**src/rtl/fhe_cmd_pkg.sv**
```systemverilog
// Shared definitions for the command dispatcher: opcodes, command layout
// and the dispatcher state encoding.
package fhe_cmd_pkg;

  localparam int unsigned CMD_W = 64;

  localparam logic [7:0] OP_HALT    = 8'h00;
  localparam logic [7:0] OP_BARRIER = 8'hFF;

  // Field positions: [63:56] opcode, [55:52] slot, [51:48] core, [47:0] addr
  typedef struct packed {
    logic [7:0]  opcode;
    logic [3:0]  slot;
    logic [3:0]  core;
    logic [47:0] addr;
  } cmd_t;

  typedef enum logic [1:0] {
    ST_RUN     = 2'd0,
    ST_BARRIER = 2'd1,
    ST_DRAIN   = 2'd2,
    ST_HALTED  = 2'd3
  } state_t;

endpackage

```
**src/rtl/cmd_fifo.sv**
```systemverilog
// Synchronous FIFO with combinational head read; caller must not push
// when full nor pop when empty.
module cmd_fifo #(
  parameter int WIDTH = 64,
  parameter int DEPTH = 4
) (
  input  logic             clk,
  input  logic             rst,
  input  logic             push,
  input  logic             pop,
  input  logic [WIDTH-1:0] wdata,
  output logic [WIDTH-1:0] rdata,
  output logic             full,
  output logic             empty
);

  localparam int AW = (DEPTH > 1) ? $clog2(DEPTH) : 1;
  localparam logic [AW:0] FULL_CNT = DEPTH[AW:0];

  logic [WIDTH-1:0] mem_q [DEPTH];
  logic [AW-1:0]    wr_ptr_q, rd_ptr_q;
  logic [AW:0]      cnt_q;

  always_ff @(posedge clk) begin
    if (push) mem_q[wr_ptr_q] <= wdata;
  end

  always_ff @(posedge clk or posedge rst) begin
    if (rst) begin
      wr_ptr_q <= '0;
      rd_ptr_q <= '0;
      cnt_q    <= '0;
    end else begin
      if (push) wr_ptr_q <= wr_ptr_q + AW'(1);
      if (pop)  rd_ptr_q <= rd_ptr_q + AW'(1);
      case ({push, pop})
        2'b10:   cnt_q <= cnt_q + (AW+1)'(1);
        2'b01:   cnt_q <= cnt_q - (AW+1)'(1);
        default: cnt_q <= cnt_q;
      endcase
    end
  end

  assign rdata = mem_q[rd_ptr_q];
  assign full  = (cnt_q == FULL_CNT);
  assign empty = (cnt_q == '0);

endmodule

```
**src/rtl/cmd_dispatcher.sv**
```systemverilog
// In-order command dispatcher: pops 64-bit commands from a FIFO and issues
// them as one-hot pulses to engine cores, with barrier and halt handling.
module cmd_dispatcher
  import fhe_cmd_pkg::*;
#(
  parameter int NUM_CORES  = 2,
  parameter int FIFO_DEPTH = 4
) (
  input  logic                 clk,
  input  logic                 rst,
  input  logic                 in_valid,
  input  logic [63:0]          in_cmd,
  output logic                 in_ready,
  output logic [NUM_CORES-1:0] cmd_valid,
  output logic [7:0]           cmd_opcode,
  output logic [3:0]           cmd_slot,
  output logic [47:0]          cmd_dma_addr,
  input  logic [NUM_CORES-1:0] engine_ready,
  output logic                 halted,
  output logic                 bad_core,
  output logic [31:0]          dispatch_count,
  output logic [1:0]           dbg_state
);

  localparam logic [4:0] NC = 5'(NUM_CORES);

  state_t               state_q, state_d;
  logic [CMD_W-1:0]     fifo_head;
  cmd_t                 head;
  logic                 fifo_full, fifo_empty, push, pop;
  logic                 dispatch, drop, take_barrier, take_halt, all_idle;
  logic                 tgt_ok;
  logic [NUM_CORES-1:0] tgt_hot;

  logic [NUM_CORES-1:0] cmd_valid_q;
  logic [7:0]           opcode_q;
  logic [3:0]           slot_q;
  logic [47:0]          addr_q;
  logic                 bad_q;
  logic [31:0]          count_q;

  assign in_ready = !rst && !fifo_full && (state_q == ST_RUN || state_q == ST_BARRIER);
  assign push     = in_valid && in_ready;
  assign head     = cmd_t'(fifo_head);

  cmd_fifo #(
    .WIDTH (CMD_W),
    .DEPTH (FIFO_DEPTH)
  ) u_fifo (
    .clk   (clk),
    .rst   (rst),
    .push  (push),
    .pop   (pop),
    .wdata (in_cmd),
    .rdata (fifo_head),
    .full  (fifo_full),
    .empty (fifo_empty)
  );

  always_ff @(posedge clk or posedge rst) begin
    if (rst) state_q <= ST_RUN;
    else     state_q <= state_d;
  end

  always_comb begin
    state_d = state_q;
    unique case (state_q)
      ST_RUN:     if (take_halt) state_d = ST_DRAIN;
                  else if (take_barrier) state_d = ST_BARRIER;
      ST_BARRIER: if (all_idle) state_d = ST_RUN;
      ST_DRAIN:   if (all_idle) state_d = ST_HALTED;
      ST_HALTED:  state_d = ST_HALTED;
      default:    state_d = ST_RUN;
    endcase
  end

  // A core that was pulsed last cycle is exactly the bits of cmd_valid_q,
  // so the registered pulse doubles as the one-cycle block flag.
  always_comb begin
    tgt_hot = '0;
    tgt_ok  = 1'b0;
    for (int unsigned k = 0; k < unsigned'(NUM_CORES); k++) begin
      if (head.core == 4'(k)) begin
        tgt_hot[k] = 1'b1;
        tgt_ok     = engine_ready[k] && !cmd_valid_q[k];
      end
    end
    take_halt    = (state_q == ST_RUN) && !fifo_empty && (head.opcode == OP_HALT);
    take_barrier = (state_q == ST_RUN) && !fifo_empty && (head.opcode == OP_BARRIER);
    dispatch     = (state_q == ST_RUN) && !fifo_empty && !take_halt && !take_barrier &&
                   ({1'b0, head.core} < NC) && tgt_ok;
    drop         = (state_q == ST_RUN) && !fifo_empty && !take_halt && !take_barrier &&
                   ({1'b0, head.core} >= NC);
    pop          = dispatch || drop || take_halt || take_barrier;
    all_idle     = (&engine_ready) && !(|cmd_valid_q);
  end

  always_ff @(posedge clk or posedge rst) begin
    if (rst) begin
      cmd_valid_q <= '0;
      opcode_q    <= '0;
      slot_q      <= '0;
      addr_q      <= '0;
      bad_q       <= 1'b0;
      count_q     <= '0;
    end else begin
      cmd_valid_q <= dispatch ? tgt_hot : '0;
      bad_q       <= drop;
      if (dispatch) begin
        opcode_q <= head.opcode;
        slot_q   <= head.slot;
        addr_q   <= head.addr;
        count_q  <= count_q + 32'd1;
      end
    end
  end

  assign cmd_valid      = cmd_valid_q;
  assign cmd_opcode     = opcode_q;
  assign cmd_slot       = slot_q;
  assign cmd_dma_addr   = addr_q;
  assign bad_core       = bad_q;
  assign dispatch_count = count_q;
  assign halted         = (state_q == ST_HALTED);
  assign dbg_state      = state_q;

endmodule

```
**config.mk**
```make
export PLATFORM = sky130hd
export DESIGN_NAME = cmd_dispatcher
export DESIGN_NICKNAME = d
export VERILOG_FILES = /design/src/rtl/fhe_cmd_pkg.sv /design/src/rtl/cmd_fifo.sv /design/src/rtl/cmd_dispatcher.sv
export SDC_FILE = /design/constraint.sdc
export NUM_CORES = 1
export LEC_CHECK = 0
export ABC_CLOCK_PERIOD_IN_PS = 7700
export CORE_MARGIN = 1
export CORE_UTILIZATION = 50
export CTS_BUF_LIST = sky130_fd_sc_hd__clkbuf_4
export DETAILED_ROUTE_END_ITERATION = 10
export GPL_ROUTABILITY_DRIVEN = 1
export PLACE_DENSITY = 0.82
export SYNTH_ARGS = -nofsm -noshare
export SYNTH_HDL_FRONTEND = slang
export SYNTH_SLANG_ARGS = --single-unit
```
**constraint.sdc**
```tcl
create_clock -name clk -period 7.7 [get_ports clk]
set_input_delay 1.54 -clock clk [delete_from_list [all_inputs] [get_ports clk]]
set_output_delay 1.54 -clock clk [all_outputs]
set_load 0.05 [all_outputs]
```
==> results of run 1 <==
==> sequential cells by signal (all words and copies together), names as in the netlist <==
register	count
u_fifo.wr_ptr_q	2
cmd_opcode	8
bad_core	1
u_fifo.rd_ptr_q	2
u_fifo.mem_q	256
cmd_valid	2
dbg_state	2
cmd_slot	4
dispatch_count	32
cmd_dma_addr	48
u_fifo.cnt_q	3
==> logic make-up (layout without fill, tap and decap cells) <==
kind of cell               count (synthesis)  after routing  share of synthesized area (%)
muxes                                    116            116                           15.7
AOI/OAI and AO/OA                          8              8                          0.468
adders and majority gates                  7              7                          0.684
xor gates and xnor gates                  36             36                           2.27
and+or+nand+nor                          131            131                           5.20
other                                      0              1                              0
DFF                                      360            360                           74.0
buffers and inverters                     38            351                           1.60
==> layer usage <==
layer / wire length, µm / track usage (%)
met1: 11000 / 25.0
met2: 12600 / 30.6
met3: 1610 / 5.03
met4: 446 / 7.08
met5: 0 / 0
==> layout make-up <==
type | instances | area [µm²]
well taps | 372 | 465
fillers | 1913 | 9970
clock buffers | 149 | 1120
multi-input cells | 298 | 3410
clock inverters | 19 | 96.3
diodes | 1 | 2.50
inverters | 13 | 51.3
repair buffers | 170 | 1690
flip-flops and latches | 360 | 10300
==> where the power goes <==
group,total [W],internal (W),switching [W]
Clock,0.00162,0.000880,0.000741
Combinational,0.00217,0.000976,0.00120
Sequential,0.00272,0.00244,0.000283
==> worst reg2reg max path, cell delays in order (launching register included) <==
cell and delay, ps:
dfrtp_4 1110, mux4_2 500, mux2_4 360, a211oi_4 210, and4_4 680, buf_4 710, mux2_4 380
==> worst paths after layout <==
kind	to	slack (ps)	depth (start not counted)
min in group asynchronous	dispatch_count[17]	1280	2
max in group asynchronous	u_fifo.rd_ptr_q[1]	5020	3
max reg2reg	cmd_dma_addr[42]	3630	6
max	in_ready	2350	3
min reg2reg	dispatch_count[31]	470	1
min	dispatch_count[31]	470	1
==> stage by stage <==
stage | power [W] | hold slack [ps]
floorplan | 0.00430 | 465
global placement | 0.00492 | 460
detailed placement | 0.00496 | 467
CTS | 0.00661 | 481
global route | 0.00683 | 489
finish | 0.00651 | 472
==> layout by cell type, fill, tap and decap left out, drive strengths merged, types with 2 or more instances in the layout <==
cell / Yosys / final
nor2: 17 / 17
inv: 13 / 17
o21ai: 2 / 2
clkinv: 0 / 15
nor4b: 2 / 2
xnor2: 17 / 17
nor3: 15 / 15
nand2: 42 / 42
and3: 8 / 8
clkbuf: 11 / 149
xor2: 19 / 19
nand2b: 4 / 4
buf: 14 / 3
dfrtp: 104 / 104
nand4: 13 / 13
edfxtp: 256 / 256
and4: 2 / 2
nor4: 10 / 10
and2: 3 / 3
nand3: 12 / 12
ha: 6 / 6
clkdlybuf4s50: 0 / 167
mux4: 61 / 61
mux2: 54 / 54
==> key figures, run 1 <==
Worst setup path
  – Gate family responsible for the most delay along the worst path: buffers and inverters
  – Highest fanout seen on the critical path: 6
  – Crit path top cell by count: clkdlybuf4s50_1
  – Sort of element at the start of the critical path: input port
  – Cell breakdown of the critical path: clkdlybuf4s50_1 > a311oi_1 > clkdlybuf4s50_1
  – Class of the most critical setup path: input port to primary output
  – Critical path data arrival time: 3810 ps
  – Crit path capture type: primary output
  – Required time of the critical path: 6160 ps
  – Critical Path Start: rst
  – CP max-delay cell: clkdlybuf4s50_1
  – FF-to-FF Start: u_fifo.rd_ptr_q[1]
  – Bufs and invs on worst path: 2
  – Slowest stage delay, CP: roughly 960 ps

Routing
  – 1st-pass router iterations: 4
  – Routed wirelength normalized by instance count: 18.6 µm
  – Post-detailed-route DRC marker count: 0
  – Residual antenna-violating net count after detailed routing: 0
  – Initial DRC count: around 470
  – Via count normalized by instance count: between 5 and 6
  – Number of vias after detailed routing: 7131
  – Wire length after detailed routing: 25700 µm

Layout
  – Fraction of final layout cells with drive strength greater than 1: between 20% and 30%
  – Share of the core filled with cells: between 60% and 70%
  – Final layout net count: 1009
  – Area growth from synthesis to layout: 23.3%
  – Area of all placed cells without fillers: about 0.017 mm²
  – Number of standard cells in the final layout excluding fillers: around 1400

STA
  – Crit path time final: 5350 ps
  – RSZ-0062 raised after global routing: false
  – Final setup violating endpoints: 0
  – Final-report max-slew violation count: 0
  – Fraction of the cycle the final worst path needs: 69.5%
  – Maximum clock frequency: between 150 and 200 MHz
  – Final number of hold-violating endpoints: 0
  – Actual slew at the worst max-slew pin: approximately 1100 ps
  – Worst clock skew: roughly 40 ps
  – Worst slew margin: between 20 and 30%
  – Final setup margin: roughly 2400 ps
  – Summed negative setup slack over all endpoints: 0 ps

Yosys
  – Portion of the post-synthesis area used by sequential elements: between 70 and 80%
  – Biggest area contributors in the synthesized netlist: edfxtp_1 55%, dfrtp_1 19%, mux4_2 9.9%
  – Mean instance size in the synthesized netlist: approximately 20 µm²
  – Commonest cells post-synth: 256 x edfxtp_1, 104 x dfrtp_1, 61 x mux4_2
  – Synth Flop Type: edfxtp_1
  – Area share of the largest cell type after synthesis: approximately 55%
  – Number of warnings issued by yosys: 0
  – Flops & latches, synth: 360
  – Syn_nets: 772
  – Share of synthesized flip-flops with an asynchronous set or reset: around 29%
  – Synth Cell Area: 0.0139 mm²
  – Synth cell types: 40
  – Gate Count Post-Synth: 696
  – Count leader, synth: edfxtp_1
  – Number of flops mapped to enable cells by yosys: 256
  – Dominant cell type by area after synthesis: edfxtp_1

Job
  – Number of maximum-capacitance constraint violations: 0

Worst hold path
  – Critical hold path startpoint: dispatch_count[31]
  – Class of the tightest hold or removal check: flop to flop

CTS
  – TritonCTS buffer count: 90
  – Number of buffers between clock root and the deepest sink: 3
  – CTS clk-pin slew, worst paths: about 60 ps
  – Library cell used as clock root buffer: clkbuf_4
  – PostCTS Resize Cnt: 0
  – Number of setup buffers added after CTS: 0
  – TritonCTS clock tree: built
  – Count of hold-fix buffers inserted at cts: 0
  – Latest clock arrival within the worst-skew pair: ~700 ps
  – CTS H-tree depth: 3
  – CTS sink cnt: between 300 and 400

Floorplan
  – Core area: between 0.02 and 0.03 mm²
  – DIE AREA: about 0.028 mm²
  – Number of primary I/O pins: between 150 and 200
  – Initial cell density of the core: about half
  – Die Y: between 150 and 200 µm
  – Die Width: 169 µm
  – Std-Cell Rows: 60

Outcome
  – Status: complete, no violations

Placement
  – Buffers on Ports: roughly 170
  – Cell total after placement: 1213
  – Cell area reported after detailed placement: around 0.016 mm²
  – Worst-case setup slack after placement: 2440 ps
  – DP Wirelength: around 15000 µm
  – Weighted congestion reported at the end of routability-driven placement: roughly 0.84

Power and ir drop
  – Max VDD drop: 0.000346 V
  – Power per Cell Area: 380 mW/mm²
  – P_leak: around 6.4 nW

Global route
  – Overflow left after global routing: 0
  – Wire length of the first global-routing pass: 41000 µm
  – Number of antenna violations at the first check in global routing: 1
  – Tot GR Track Use: between 10% and 20%
  – Number of global-route vias before repair: between 7000 and 8000
  – Pin count of the biggest net entering global routing: slightly below 70
No activity file was read; power rests on OpenSTA's default activity.
==> inputs of run 2 (changes only) <==
- ABC_CLOCK_PERIOD_IN_PS: 7700 -> 5150
- clock period: 7.7 -> 5.15 ns (I/O delays scaled with it)
==> run 2 against run 1 <==
Routed wire length up 1.5%. Via count rose by 1.1%. Register-to-register slack lost 2200 ps. Combinational power rose by 51%. Highest routed layer unchanged. Hold slack lost 9.8 ps. Core utilization rose by 0.27 points. Die area unchanged. Clock skew is 0.69 ps higher. Global-route usage is essentially flat. Setup slack got worse by 1000 ps. Clock power grew 51%.
==> key figures, run 2 (synthesis results as in run 1) <==
CTS
  – Number of setup buffers added after CTS: 0 (unchanged)
  – CTS clk-pin slew, worst paths: 60 ps (about the same)
  – TritonCTS clock tree: built (unchanged)
  – Count of hold-fix buffers inserted at cts: 0 (unchanged)
  – Number of buffers between clock root and the deepest sink: 3 (unchanged)
  – CTS sink cnt: 360 (unchanged)
  – TritonCTS buffer count: 91 (was 90)
  – PostCTS Resize Cnt: 0 (unchanged)
  – CTS H-tree depth: 3 (unchanged)
  – Latest clock arrival within the worst-skew pair: 720 ps (was 700 ps)
  – Library cell used as clock root buffer: clkbuf_4 (unchanged)

Power and ir drop
  – P_leak: 6.38 nW (was 6.35 nW)
  – Fraction of power consumed by combinational cells: 33.4% (about the same)
  – Switching Share: 34.0% (was 34.1%)
  – Power per Cell Area: 569 mW/mm² (was 380 mW/mm²)
  – Internal Pwr Total: 0.00646 W (was 0.00429 W)
  – Power after layout: 0.00979 W (was 0.00651 W)
  – Portion of total power attributed to the clock network: 25.1% (was 24.9%)
  – Switching power: 0.00333 W (was 0.00222 W)
  – Max VDD drop: 0.000501 V (was 0.000346 V)
  – Seq pwr share: 41.5% (was 41.7%)

Floorplan
  – DIE AREA: 0.0285 mm² (unchanged)
  – Std-Cell Rows: 60 (unchanged)
  – Die Y: 169 µm (unchanged)
  – Number of primary I/O pins: 168 (unchanged)
  – Die Width: 169 µm (unchanged)
  – Core area: 0.0271 mm² (unchanged)
  – Initial cell density of the core: 51.3% (unchanged)

Global route
  – Overflow left after global routing: 0 (unchanged)
  – Wire length of the first global-routing pass: 40800 µm (was 41000 µm)
  – Number of antenna violations at the first check in global routing: 2 (was 1)
  – Tot GR Track Use: 19.0% (about the same)
  – Pin count of the biggest net entering global routing: 65 (was 68)
  – Number of global-route vias before repair: 7671 (was 7645)

STA
  – Actual slew at the worst max-slew pin: 1050 ps (about the same)
  – Worst clock skew: 40.1 ps (was 39.4 ps)
  – Final-report max-slew violation count: 0 (unchanged)
  – Worst slew margin: 30.3% (was 29.8%)
  – Crit path time final: between 3000 and 4000 ps
  – Maximum clock frequency: between 200 and 300 MHz
  – RSZ-0062 raised after global routing: false (unchanged)
  – Final setup violating endpoints: 0 (unchanged)
  – Fraction of the cycle the final worst path needs: approximately three quarters
  – Summed negative setup slack over all endpoints: 0 ps (unchanged)
  – Final number of hold-violating endpoints: 0 (unchanged)

Outcome
  – Status: complete, no violations (unchanged)

Routing
  – Post-detailed-route DRC marker count: 0 (unchanged)
  – 1st-pass router iterations: 4 (unchanged)
  – Initial DRC count: 524 (was 467)
  – Residual antenna-violating net count after detailed routing: 0 (unchanged)
  – Routed wirelength normalized by instance count: 18.8 µm (was 18.6 µm)
  – Via count normalized by instance count: 5.19 (was 5.16)
  – Wire length after detailed routing: 26100 µm (was 25700 µm)
  – Number of vias after detailed routing: 7213 (was 7131)

Worst setup path
  – Crit path top cell by count: clkdlybuf4s50_1 (unchanged)
  – Slowest stage delay, CP: 810 ps (was 960 ps)
  – Crit path capture type: primary output (unchanged)
  – CP max-delay cell: clkdlybuf4s50_1 (unchanged)
  – Highest fanout seen on the critical path: 6 (unchanged)
  – Cell breakdown of the critical path: clkdlybuf4s50_1 > a311oi_1 > buf_4 > clkdlybuf4s50_1 (was clkdlybuf4s50_1 > a311oi_1 > clkdlybuf4s50_1)
  – Sort of element at the start of the critical path: input port (unchanged)
  – Required time of the critical path: 4120 ps (was 6160 ps)
  – Critical path data arrival time: 2780 ps (was 3810 ps)
  – Class of the most critical setup path: input port to primary output (unchanged)
  – Gate family responsible for the most delay along the worst path: buffers and inverters (unchanged)
  – Bufs and invs on worst path: 3 (was 2)

Layout
  – Fill count: 1901 (was 1913)
  – Commonest non-fill, non-tap cell in the layout: edfxtp_1 (unchanged)
  – Flip-flop count of the largest register, all copies and words added: 256 (unchanged)
  – Register name with the most flops: u_fifo.mem_q (unchanged)
  – Commonest cells after routing, fill and taps aside: 256 x edfxtp_1, 167 x clkdlybuf4s50_1, 148 x clkbuf_4 (was 256 x edfxtp_1, 167 x clkdlybuf4s50_1, 149 x clkbuf_4)
  – Fraction of final layout cells with drive strength greater than 1: 29.4% (was 29.2%)
  – Final layout net count: 1014 (was 1009)
  – Register Area: 0.0103 mm² (unchanged)
  – Area taken by multi-input logic gates: 0.00341 mm² (unchanged)
  – Area growth from synthesis to layout: 23.8% (was 23.3%)

Placement
  – Buffers on Ports: 167 (unchanged)
  – Weighted congestion reported at the end of routability-driven placement: 0.838 (was 0.840)
  – DP Wirelength: 15500 µm (was 14800 µm)

Job
  – Number of maximum-capacitance constraint violations: 0 (unchanged)

Worst hold path
  – Class of the tightest hold or removal check: flop to flop (unchanged)
[run 2: metal layers]
metal	part of all wire, %	vias up	GRT usage [%]
li1	-	3268	-
met1	43	3662	24.6
met2	49	243	30.6
met3	6.5	40	5.82
met4	1.6	0	6.64
met5	0	-	0
[run 2: worst paths after layout]
kind,from,end,slack (ps),depth (start not counted)
worst max-delay path,rst,in_ready,1340,4
worst min-delay path,dispatch_count[31],dispatch_count[31],460,1
worst max register to register,u_fifo.rd_ptr_q[0],cmd_dma_addr[9],1410,6
worst min register to register,dispatch_count[31],dispatch_count[31],460,1
max in group asynchronous,rst,cmd_dma_addr[44],3420,3
min in group asynchronous,rst,dbg_state[1],770,2
[run 2: area by class of cell]
class	instances	share of cell area (%)
Sequential cell	360	59.9
Multi-Input combinational cell	298	19.8
Timing Repair Buffer	174	10.1
Clock buffer	148	6.46
Tap cell	372	2.71
Clock inverter	23	0.771
Inverter	13	0.298
Antenna cell	2	0.0291
[run 2: power groups by stage]
| stage | Sequential [W] | Clock (W) | Combinational [W] |
|---|---|---|---|
| after floorplan | 0.00481 | 0 | 0.00162 |
| after global placement | 0.00412 | 0 | 0.00325 |
| after detailed placement | 0.00413 | 0 | 0.00331 |
| after CTS | 0.00408 | 0.00253 | 0.00331 |
| after global routing | 0.00413 | 0.00267 | 0.00345 |
| final | 0.00407 | 0.00245 | 0.00327 |
[run 2: stage by stage]
step / hold slack, ps / area [µm²] / cells / util (%) / setup WS [ps]
after floorplan: 465 / 13900 / 696 / - / 524
after global placement: 458 / 16000 / 1217 / 58.9 / 1370
after detailed placement: 461 / 16000 / 1217 / 58.9 / 1340
after CTS: 468 / 17200 / 1388 / 63.5 / 1310
after global routing: 473 / 17200 / 1389 / 63.5 / 1160
final: 463 / 17200 / 1390 / 63.5 / 1340
==> inputs of run 3 (changes only) <==
- ABC_CLOCK_PERIOD_IN_PS: 5150 -> 3600
- clock period: 5.15 -> 3.6 ns (I/O delays scaled with it)
==> run 3 against run 2 <==
Non-clock buffer count up 16. Die area unchanged. Largest cell class unchanged. First-iteration DRC count up 31%. Combinational power up 50%.
==> key figures, run 3 (synthesis results as in run 1) <==
Floorplan
  – Initial cell density of the core: 51.3% (unchanged)
  – Die Width: 169 µm (unchanged)
  – Number of primary I/O pins: 168 (unchanged)
  – DIE AREA: 0.0285 mm² (unchanged)
  – Core area: 0.0271 mm² (unchanged)
  – Std-Cell Rows: 60 (unchanged)
  – Die Y: 169 µm (unchanged)

Routing
  – Number of vias after detailed routing: 7314 (was 7213)
  – Initial DRC count: 685 (was 524)
  – Wire length after detailed routing: 27000 µm (was 26100 µm)
  – Post-detailed-route DRC marker count: 0 (unchanged)
  – Residual antenna-violating net count after detailed routing: 0 (unchanged)
  – Via count normalized by instance count: 5.23 (was 5.19)
  – 1st-pass router iterations: 5 (was 4)
  – Routed wirelength normalized by instance count: 19.3 µm (was 18.8 µm)

Global route
  – Wire length of the first global-routing pass: 42600 µm (was 40800 µm)
  – Number of antenna violations at the first check in global routing: 1 (was 2)
  – Overflow left after global routing: 0 (unchanged)
  – Pin count of the biggest net entering global routing: 44 (was 65)
  – Number of global-route vias before repair: 7786 (was 7671)
  – Tot GR Track Use: 19.8% (was 19.0%)

Worst setup path
  – Required time of the critical path: 4180 ps (was 4120 ps)
  – Highest fanout seen on the critical path: 19 (was 6)
  – Gate family responsible for the most delay along the worst path: simple AND/OR/NAND/NOR gates (was buffers and inverters)
  – Bufs and invs on worst path: 1 (was 3)
  – Critical path data arrival time: 3910 ps (was 2780 ps)
  – Cell breakdown of the critical path: mux4_2 > nor4_1 > nand2_1 > a31oi_1 > or2_2 > ha_1 > inv_1 > fa_1 > xor2_1 > nor2_1 > xor2_1 (was clkdlybuf4s50_1 > a311oi_1 > buf_4 > clkdlybuf4s50_1)
  – Crit path top cell by count: xor2_1 (was clkdlybuf4s50_1)
  – Slowest stage delay, CP: 650 ps (was 810 ps)
  – Class of the most critical setup path: flop to flop (was input port to primary output)
  – Crit path capture type: flop (was primary output)
  – Sort of element at the start of the critical path: flop (was input port)
  – CP max-delay cell: dfrtp_4 (was clkdlybuf4s50_1)

Layout
  – Area of all placed cells without fillers: 0.0174 mm² (was 0.0172 mm²)
  – Fraction of final layout cells with drive strength greater than 1: 29.1% (was 29.4%)
  – Commonest non-fill, non-tap cell in the layout: edfxtp_1 (unchanged)
  – Final layout net count: 1028 (was 1014)
  – Commonest cells after routing, fill and taps aside: 256 x edfxtp_1, 166 x clkdlybuf4s50_1, 131 x clkbuf_4 (was 256 x edfxtp_1, 167 x clkdlybuf4s50_1, 148 x clkbuf_4)
  – Fill count: 1887 (was 1901)
  – Register Area: 0.0103 mm² (unchanged)
  – Flip-flop count of the largest register, all copies and words added: 256 (unchanged)
  – Area growth from synthesis to layout: 25.0% (was 23.8%)
  – Register name with the most flops: u_fifo.mem_q (unchanged)
  – Area taken by multi-input logic gates: 0.00341 mm² (about the same)

Job
  – Number of maximum-capacitance constraint violations: 0 (unchanged)

STA
  – Crit path time final: 3330 ps
  – Worst slew margin: 56.8% (was 30.3%)
  – Final setup margin: 274 ps (was 1340 ps)
  – Worst clock skew: 65.3 ps (was 40.1 ps)
  – Final number of hold-violating endpoints: 0 (unchanged)
  – Fraction of the cycle the final worst path needs: 92.4%
  – Final-report max-slew violation count: 0 (unchanged)
  – Maximum clock frequency: around 300 MHz
  – RSZ-0062 raised after global routing: false (unchanged)
  – Summed negative setup slack over all endpoints: 0 ps (unchanged)
  – Actual slew at the worst max-slew pin: 646 ps (was 1050 ps)
  – Final setup violating endpoints: 0 (unchanged)

Power and ir drop
  – P_leak: 6.45 nW (was 6.38 nW)
  – Power after layout: 0.0140 W (was 0.00979 W)
  – Max VDD drop: 0.000652 V (was 0.000501 V)
  – Power per Cell Area: 805 mW/mm² (was 569 mW/mm²)

CTS
  – TritonCTS buffer count: 89 (was 91)
  – CTS H-tree depth: 3 (unchanged)
  – Number of buffers between clock root and the deepest sink: 3 (unchanged)
  – Library cell used as clock root buffer: clkbuf_4 (unchanged)
  – Count of hold-fix buffers inserted at cts: 0 (unchanged)
  – PostCTS Resize Cnt: 0 (unchanged)
  – CTS clk-pin slew, worst paths: 60 ps (about the same)
  – CTS sink cnt: 360 (unchanged)
  – Latest clock arrival within the worst-skew pair: 690 ps (was 720 ps)
  – TritonCTS clock tree: built (unchanged)
  – Number of setup buffers added after CTS: 0 (unchanged)

Worst hold path
  – Class of the tightest hold or removal check: input port to asynchronous set/reset pin (was flop to flop)

Placement
  – Cell area reported after detailed placement: 0.0162 mm² (was 0.0160 mm²)
  – DP Wirelength: 17000 µm (was 15500 µm)
  – Worst-case setup slack after placement: 294 ps (was 1340 ps)
  – Buffers on Ports: 167 (unchanged)
  – Weighted congestion reported at the end of routability-driven placement: 0.832 (was 0.838)

Outcome
  – Status: complete, no violations (unchanged)
==> run 3: metal layers <==
metal,share of wire (%),GRT usage [%],wire (µm)
met1,43,26.8,11700
met5,0,0,0
met2,48,31.3,13000
met4,1.4,6.40,375
met3,7.2,5.73,1950
==> run 3: through the flow <==
stage / util [%] / hold slack, ps / std cells
after CTS: 64.1 / 358 / 1398
after global placement: 59.8 / 457 / 1233
after floorplan: - / 469 / 696
after detailed placement: 59.8 / 468 / 1233
after global routing: 64.1 / 392 / 1399
final: 64.1 / 426 / 1399
==> run 3: final cells by class <==
| class | count | area share (%) |
|---|---|---|
| clock buffer | 131 | 5.66 |
| timing repair buffer | 190 | 11.4 |
| clock inverter | 34 | 1.08 |
| multi-input combinational | 298 | 19.6 |
| antenna | 1 | 0.0144 |
| tap | 372 | 2.68 |
| sequential | 360 | 59.3 |
| inverter | 13 | 0.295 |
==> run 3: path summary, 6_finish.rpt <==
kind                                     from                  to  slack (ps)  depth (start not counted)
max in group asynchronous                 rst     cmd_dma_addr[4]        2320                          3
max                        u_fifo.rd_ptr_q[0]     u_fifo.cnt_q[2]         270                         11
max reg2reg                u_fifo.rd_ptr_q[0]     u_fifo.cnt_q[2]         270                         11
min                                       rst   dispatch_count[4]         430                          2
min in group clk           dispatch_count[31]  dispatch_count[31]         470                          1
min reg2reg                dispatch_count[31]  dispatch_count[31]         470                          1
==> run 3: power breakdown <==
group	internal, W	switching, W	leakage [nW]	total, W
sequential	0.00520	0.000498	3.61	0.00570
clock	0.00182	0.00155	0.694	0.00338
combinational	0.00219	0.00273	2.15	0.00492
